**src/rtl/uart_tx_parity_gen.sv**
```systemverilog
// Parity generator/checker for the UART TX path: captures a word, holds its parity bit
// for the whole frame and verifies the bits the serializer actually shifts out.
module uart_tx_parity_gen #(
    parameter int unsigned DATA_WIDTH = 8
) (
    input  logic                  clk,
    input  logic                  rst_n,
    input  logic                  data_valid,
    input  logic [DATA_WIDTH-1:0] data,
    input  logic                  par_en,
    input  logic [1:0]            par_mode,
    input  logic                  frame_done,
    input  logic                  ser_en,
    input  logic                  ser_data,
    input  logic                  clr_err,
    output logic                  par_bit,
    output logic                  par_valid,
    output logic                  busy,
    output logic                  overrun,
    output logic                  chk_err
);

    localparam int unsigned CntW = $clog2(DATA_WIDTH + 1);
    localparam logic [CntW-1:0] CntFull = CntW'(DATA_WIDTH);
    localparam logic [CntW-1:0] CntLast = CntW'(DATA_WIDTH - 1);
    localparam logic [CntW-1:0] CntOne  = CntW'(1);

    typedef enum logic [0:0] {StIdle, StHold} state_e;

    state_e            state_q, state_d;
    logic              raw_q, raw_d;
    logic              par_en_q, par_en_d;
    logic [1:0]        par_mode_q, par_mode_d;
    logic [CntW-1:0]   cnt_q, cnt_d;
    logic              acc_q, acc_d;
    logic              par_bit_q, par_bit_d;
    logic              par_valid_q, par_valid_d;
    logic              overrun_q, overrun_d;
    logic              chk_err_q, chk_err_d;
    logic              capture;
    logic              chk_set;
    logic              ovr_set;

    // Map raw parity and mode onto the transmitted parity bit.
    function automatic logic sel_par(input logic raw, input logic en, input logic [1:0] mode);
        logic p;
        case (mode)
            2'b00:   p = raw;
            2'b01:   p = ~raw;
            2'b10:   p = 1'b1;
            default: p = 1'b0;
        endcase
        return en & p;
    endfunction

    // Next-state: frame lock, serial accumulation, error detection and capture.
    always_comb begin
        state_d     = state_q;
        raw_d       = raw_q;
        par_en_d    = par_en_q;
        par_mode_d  = par_mode_q;
        cnt_d       = cnt_q;
        acc_d       = acc_q;
        par_bit_d   = par_bit_q;
        capture     = 1'b0;
        chk_set     = 1'b0;
        ovr_set     = 1'b0;

        unique case (state_q)
            StIdle: begin
                if (data_valid) begin
                    capture = 1'b1;
                end
            end
            StHold: begin
                if (ser_en) begin
                    if (cnt_q == CntFull) begin
                        // Long frame: counter saturates.
                        chk_set = 1'b1;
                    end else begin
                        acc_d = acc_q ^ ser_data;
                        cnt_d = cnt_q + CntOne;
                        // Raw parity compare works regardless of mode or enable.
                        if (cnt_q == CntLast && (acc_q ^ ser_data) != raw_q) begin
                            chk_set = 1'b1;
                        end
                    end
                end
                if (frame_done) begin
                    if (cnt_q != CntFull) begin
                        chk_set = 1'b1;
                    end
                    if (data_valid) begin
                        capture = 1'b1;
                    end else begin
                        state_d = StIdle;
                    end
                end else if (data_valid) begin
                    ovr_set = 1'b1;
                end
            end
            default: state_d = StIdle;
        endcase

        if (capture) begin
            state_d    = StHold;
            raw_d      = ^data;
            par_en_d   = par_en;
            par_mode_d = par_mode;
            cnt_d      = '0;
            acc_d      = 1'b0;
            par_bit_d  = sel_par(^data, par_en, par_mode);
        end

        par_valid_d = (state_d == StHold) & par_en_d;
        // Sticky flags: a set in the same cycle wins over clear.
        chk_err_d   = chk_set | (chk_err_q & ~clr_err);
        overrun_d   = ovr_set | (overrun_q & ~clr_err);
    end

    // State and output registers.
    always_ff @(posedge clk or negedge rst_n) begin
        if (!rst_n) begin
            state_q     <= StIdle;
            raw_q       <= 1'b0;
            par_en_q    <= 1'b0;
            par_mode_q  <= 2'b00;
            cnt_q       <= '0;
            acc_q       <= 1'b0;
            par_bit_q   <= 1'b0;
            par_valid_q <= 1'b0;
            overrun_q   <= 1'b0;
            chk_err_q   <= 1'b0;
        end else begin
            state_q     <= state_d;
            raw_q       <= raw_d;
            par_en_q    <= par_en_d;
            par_mode_q  <= par_mode_d;
            cnt_q       <= cnt_d;
            acc_q       <= acc_d;
            par_bit_q   <= par_bit_d;
            par_valid_q <= par_valid_d;
            overrun_q   <= overrun_d;
            chk_err_q   <= chk_err_d;
        end
    end

    assign par_bit   = par_bit_q;
    assign par_valid = par_valid_q;
    assign busy      = (state_q == StHold);
    assign overrun   = overrun_q;
    assign chk_err   = chk_err_q;

endmodule

```
**config.mk**
```make
export PLATFORM = sky130hd
export DESIGN_NAME = uart_tx_parity_gen
export DESIGN_NICKNAME = d
export VERILOG_FILES = /design/src/rtl/uart_tx_parity_gen.sv
export SDC_FILE = /design/constraint.sdc
export NUM_CORES = 1
export LEC_CHECK = 0
export CAP_MARGIN = 20
export CELL_PAD_IN_SITES_DETAIL_PLACEMENT = 0
export CELL_PAD_IN_SITES_GLOBAL_PLACEMENT = 2
export CORE_MARGIN = 10
export CORE_UTILIZATION = 26
export CTS_BUF_LIST = sky130_fd_sc_hd__clkbuf_8
export DETAILED_ROUTE_END_ITERATION = 8
export GPL_TIMING_DRIVEN = 0
export PLACE_DENSITY = 0.82
export SYNTH_ARGS = -nofsm -noshare
export SYNTH_HDL_FRONTEND = slang
export SYNTH_SLANG_ARGS = --single-unit
```
**constraint.sdc**
```tcl
create_clock -name clk -period 1.8 [get_ports clk]
set_input_delay 0.36 -clock clk [delete_from_list [all_inputs] [get_ports clk]]
set_output_delay 0.36 -clock clk [all_outputs]
set_load 0.01 [all_outputs]
```
==> impl_results.md, run 1 <==
- Status: finished, final reports clean
- Worst hold-check slack: 0.478 ns
- Routed len/inst: around 11 um
- Ratio of final minimum period to clock period: 90.1%
- Clk sinks: 12
- Total power after layout: 0.000834 W
- Total setup buffers inserted after CTS: 0
- Global-route congestion overflow total: 0
- Syn nets: 86
- Worst supply voltage drop on vdd: 0.330 mV
- Clock-pin slew of the registers on the worst-case setup and hold paths: 0.05 ns
- Launch point of the worst reg-to-reg path: cnt_q[0]$_DFFE_PN0P_
- Internal power component: 0.000624 W
- Detail-routed via count per cell: 4.36
- Sequential cell area fraction in the yosys report: between 40% and 50%
- Placer congestion estimate: just over 0.7
- Area overhead of the layout relative to synthesis: 48.3%
- Maximum number of pins on one net before global-route repair: 13
- Startpoint of the most critical setup path: frame_done
- Number of antenna-violating nets in the routed design: 0
- Data arrival time of the critical path: 1.77 ns
- HPWL after detailed placement: about 1100 um
- Synth cell count leaders: sky130_fd_sc_hd__dfrtp_1 (12), sky130_fd_sc_hd__nand2_1 (10), sky130_fd_sc_hd__xnor2_1 (9)
- Largest fanout on the critical path: 6
- Via count of the first global-routing pass: 550
- Part of the total power dissipated in sequential elements: just over 40%
- Final count of pins violating max slew: 0
- Site Rows: 18
- Die footprint: 4890 sq um
- Gate Count Post-Synth: 66
- Worst-path cell with the longest stage delay: sky130_fd_sc_hd__clkdlybuf4s50_1
- First-pass GRT wire length: 2460 um
- Mean instance size in the synthesized netlist: between 9 and 10 sq um
- Unrepaired setup endpoints after global routing: false
- GRT Util Overall: 6.16%
- Distinct cells, synth: 21
- Clock buffer depth: 2
- Element type at the critical path end: flip-flop
- Net count reported at finish: 113
- Max stage delay on crit path: 0.49 ns
- Cell leakage power: 0.426 nW
- Final antenna diode count: 0
- Number of buffers created by CTS: 3
- Cell-by-cell trace of the critical path: clkdlybuf4s50_1 > nand2b_1 > and2_1 > clkbuf_1 > nand2_1 > o31ai_2
- Max-slew headroom at the worst pin: 63.7%
- Slew of the pin with the lowest slew margin: 0.543 ns
- Fin Clk Skew: 0.00111 ns
- Starting Density: 26.6%
- Dominant synthesized flop cell: sky130_fd_sc_hd__dfrtp_1
- Total power divided by cell area: 868 nW/um^2
- Area of the core: around 2400 sq um
- Critical Path Source Type: primary input
- Type of the worst min-delay path: primary input to async pin
- Shortest clock period the worst path allows after layout: about 1.6 ns
- Achievable clock frequency: 0.617 GHz
- Fin. Hold Viols: 0
- Combinational group share of total power: 25.3%
- Required time of the worst setup path: around 2.0 ns
- Clock Latency Late Sink: 0.24 ns
- Max-capacitance violation count: 0
- Number of synthesized flops with an enable pin: 0
- Critical path class: primary input to flip-flop
- Net Sw Power: 0.000210 W
- Antenna violations before repair: 0
- Proportion of netlist area held by the largest area contributor: 46.3%
- Remaining DRCs: 0
- Post-synth design cell area: 648 sq um
- Cell type contributing the most total cell area after synthesis: sky130_fd_sc_hd__dfrtp_1
- Post-cts hold buffer count: 0
- Pre-Repair DR Iteration Count: 4
- Ratio of cells with drive above 1 in the final layout: between 7 and 8%
- Switching fraction of total power: 25.2%
- Post-cts resize count: 0
- Count of final setup violators: 0
- Flop and latch count out of synthesis: 12
- Proportion of synthesized flip-flops having asynchronous set or reset: 100%
- 1st-iter DRT viols: 15
- Count of buffers from port buffering: 22
- Drt total wl: 1360 um
- Cells taking the most area after synthesis: sky130_fd_sc_hd__dfrtp_1 (46%), sky130_fd_sc_hd__xnor2_1 (12%), sky130_fd_sc_hd__nand2_1 (5.8%)
- Clk Tree Root Cell: sky130_fd_sc_hd__clkbuf_8
- I/O pin count: 23
- Die Y: 69.9 um
- Most frequent cell after synthesis: sky130_fd_sc_hd__dfrtp_1
- Share of power burned in the clock network: approximately a third
- Die Span X: 69.9 um
- CTS tree: yes
- Warning count from the yosys run: 0
- H-tree lvl count: 1
- Total vias in the final route: 532
critical path: cells and delay by family:
family                 cells  cell delay [ns]
AOI/OAI and AO/OA          1             0.24
buffers and inverters      2             0.73
and+or+nand+nor            3             0.45
layer usage:
| layer | vias up | part of all wire [%] | track usage (%) | wire length, um |
|---|---|---|---|---|
| li1 | 264 | - | - | - |
| met1 | 247 | 48 | 7.17 | 651 |
| met3 | 0 | 8.7 | 3.11 | 119 |
| met4 | 0 | 0 | 4.61 | 0 |
| met2 | 21 | 43 | 8.36 | 590 |
| met5 | - | 0 | 0 | 0 |
registers in the layout (all words and copies together) (netlist names):
register and flops:
cnt_q 4, raw_q 1, acc_q 1, busy 1, overrun 1, par_en_q 1, par_valid 1, chk_err 1
par_bit 1
power groups by stage:
stage	sequential [W]	clock (W)	combinational (W)
after floorplan	0.000342	0	0.000117
after global placement	0.000340	0	0.000211
after detailed placement	0.000341	0	0.000215
after global routing	0.000344	0.000315	0.000235
final	0.000336	0.000288	0.000211
after CTS	0.000336	0.000298	0.000216
final timing paths:
path                                         to  slack (ns)  cells after the start
min in group clk             par_en_q$_DFF_PN0_        0.48                      2
hold reg to reg              par_en_q$_DFF_PN0_        0.48                      2
max in group asynchronous  cnt_q[0]$_DFFE_PN0P_        0.96                      1
setup reg to reg           cnt_q[3]$_DFFE_PN0P_        0.25                      8
setup / recovery            par_bit$_DFFE_PN0P_        0.18                      6
hold / removal                chk_err$_DFF_PN0_        0.48                      1
logic make-up (layout without fill, tap and decap cells):
family	count (synthesis)	in the layout	share of synthesized area (%)
AO/OA/AOI/OAI	6	6	6.37
XOR/XNOR	13	13	17.6
AND/OR/NAND/NOR	23	23	18.0
buffers and inverters	8	34	4.82
flip-flops	12	12	46.3
multiplexers	2	2	3.09
adder cells (fa/ha/maj)	2	2	3.86
cell usage in the layout, fill, tap and decap left out, drive strengths merged:
master,count
a21boi,1
and2,2
and3,1
buf,1
clkbuf,5
clkdlybuf4s50,22
dfrtp,12
ha,2
inv,6
mux2i,2
nand2,10
nand2b,1
nand3b,1
nand4,1
nand4b,1
nor2,5
nor3b,1
o21ai,3
o22ai,1
o31ai,1
xnor2,9
xor2,4
metrics by stage:
stage	setup TNS (ns)	util (%)	area, sq um	setup WS, ns	std cells
after floorplan	0	-	648	0.399	66
after global placement	-0.105	37.2	906	-0.0843	118
after detailed placement	-0.0878	37.2	906	-0.0707	118
after CTS	0	39.5	961	0.163	122
after global routing	0	39.5	961	0.0679	122
final	0	39.5	961	0.178	122
area by class of cell:
class | count | area (sq um)
clock buffers | 4 | 55.1
plain buffers | 2 | 8.76
flip-flops and latches | 12 | 300
well taps | 30 | 37.5
repair buffers | 22 | 220
multi-input cells | 46 | 317
fillers | 259 | 1470
inverters | 6 | 22.5
(Power assumes the default switching activity.)
==> inputs of run 2 (changes only) <==
--- a/config.mk
+++ b/config.mk
@@ -11,6 +11,7 @@
 export CORE_MARGIN = 10
 export CORE_UTILIZATION = 26
 export CTS_BUF_LIST = sky130_fd_sc_hd__clkbuf_8
+export CTS_CLUSTER_SIZE = 8
 export DETAILED_ROUTE_END_ITERATION = 8
 export GPL_TIMING_DRIVEN = 0
 export PLACE_DENSITY = 0.82
==> results of run 2 <==
No change in the layout: final DEF, timing and power equal those of run 1.
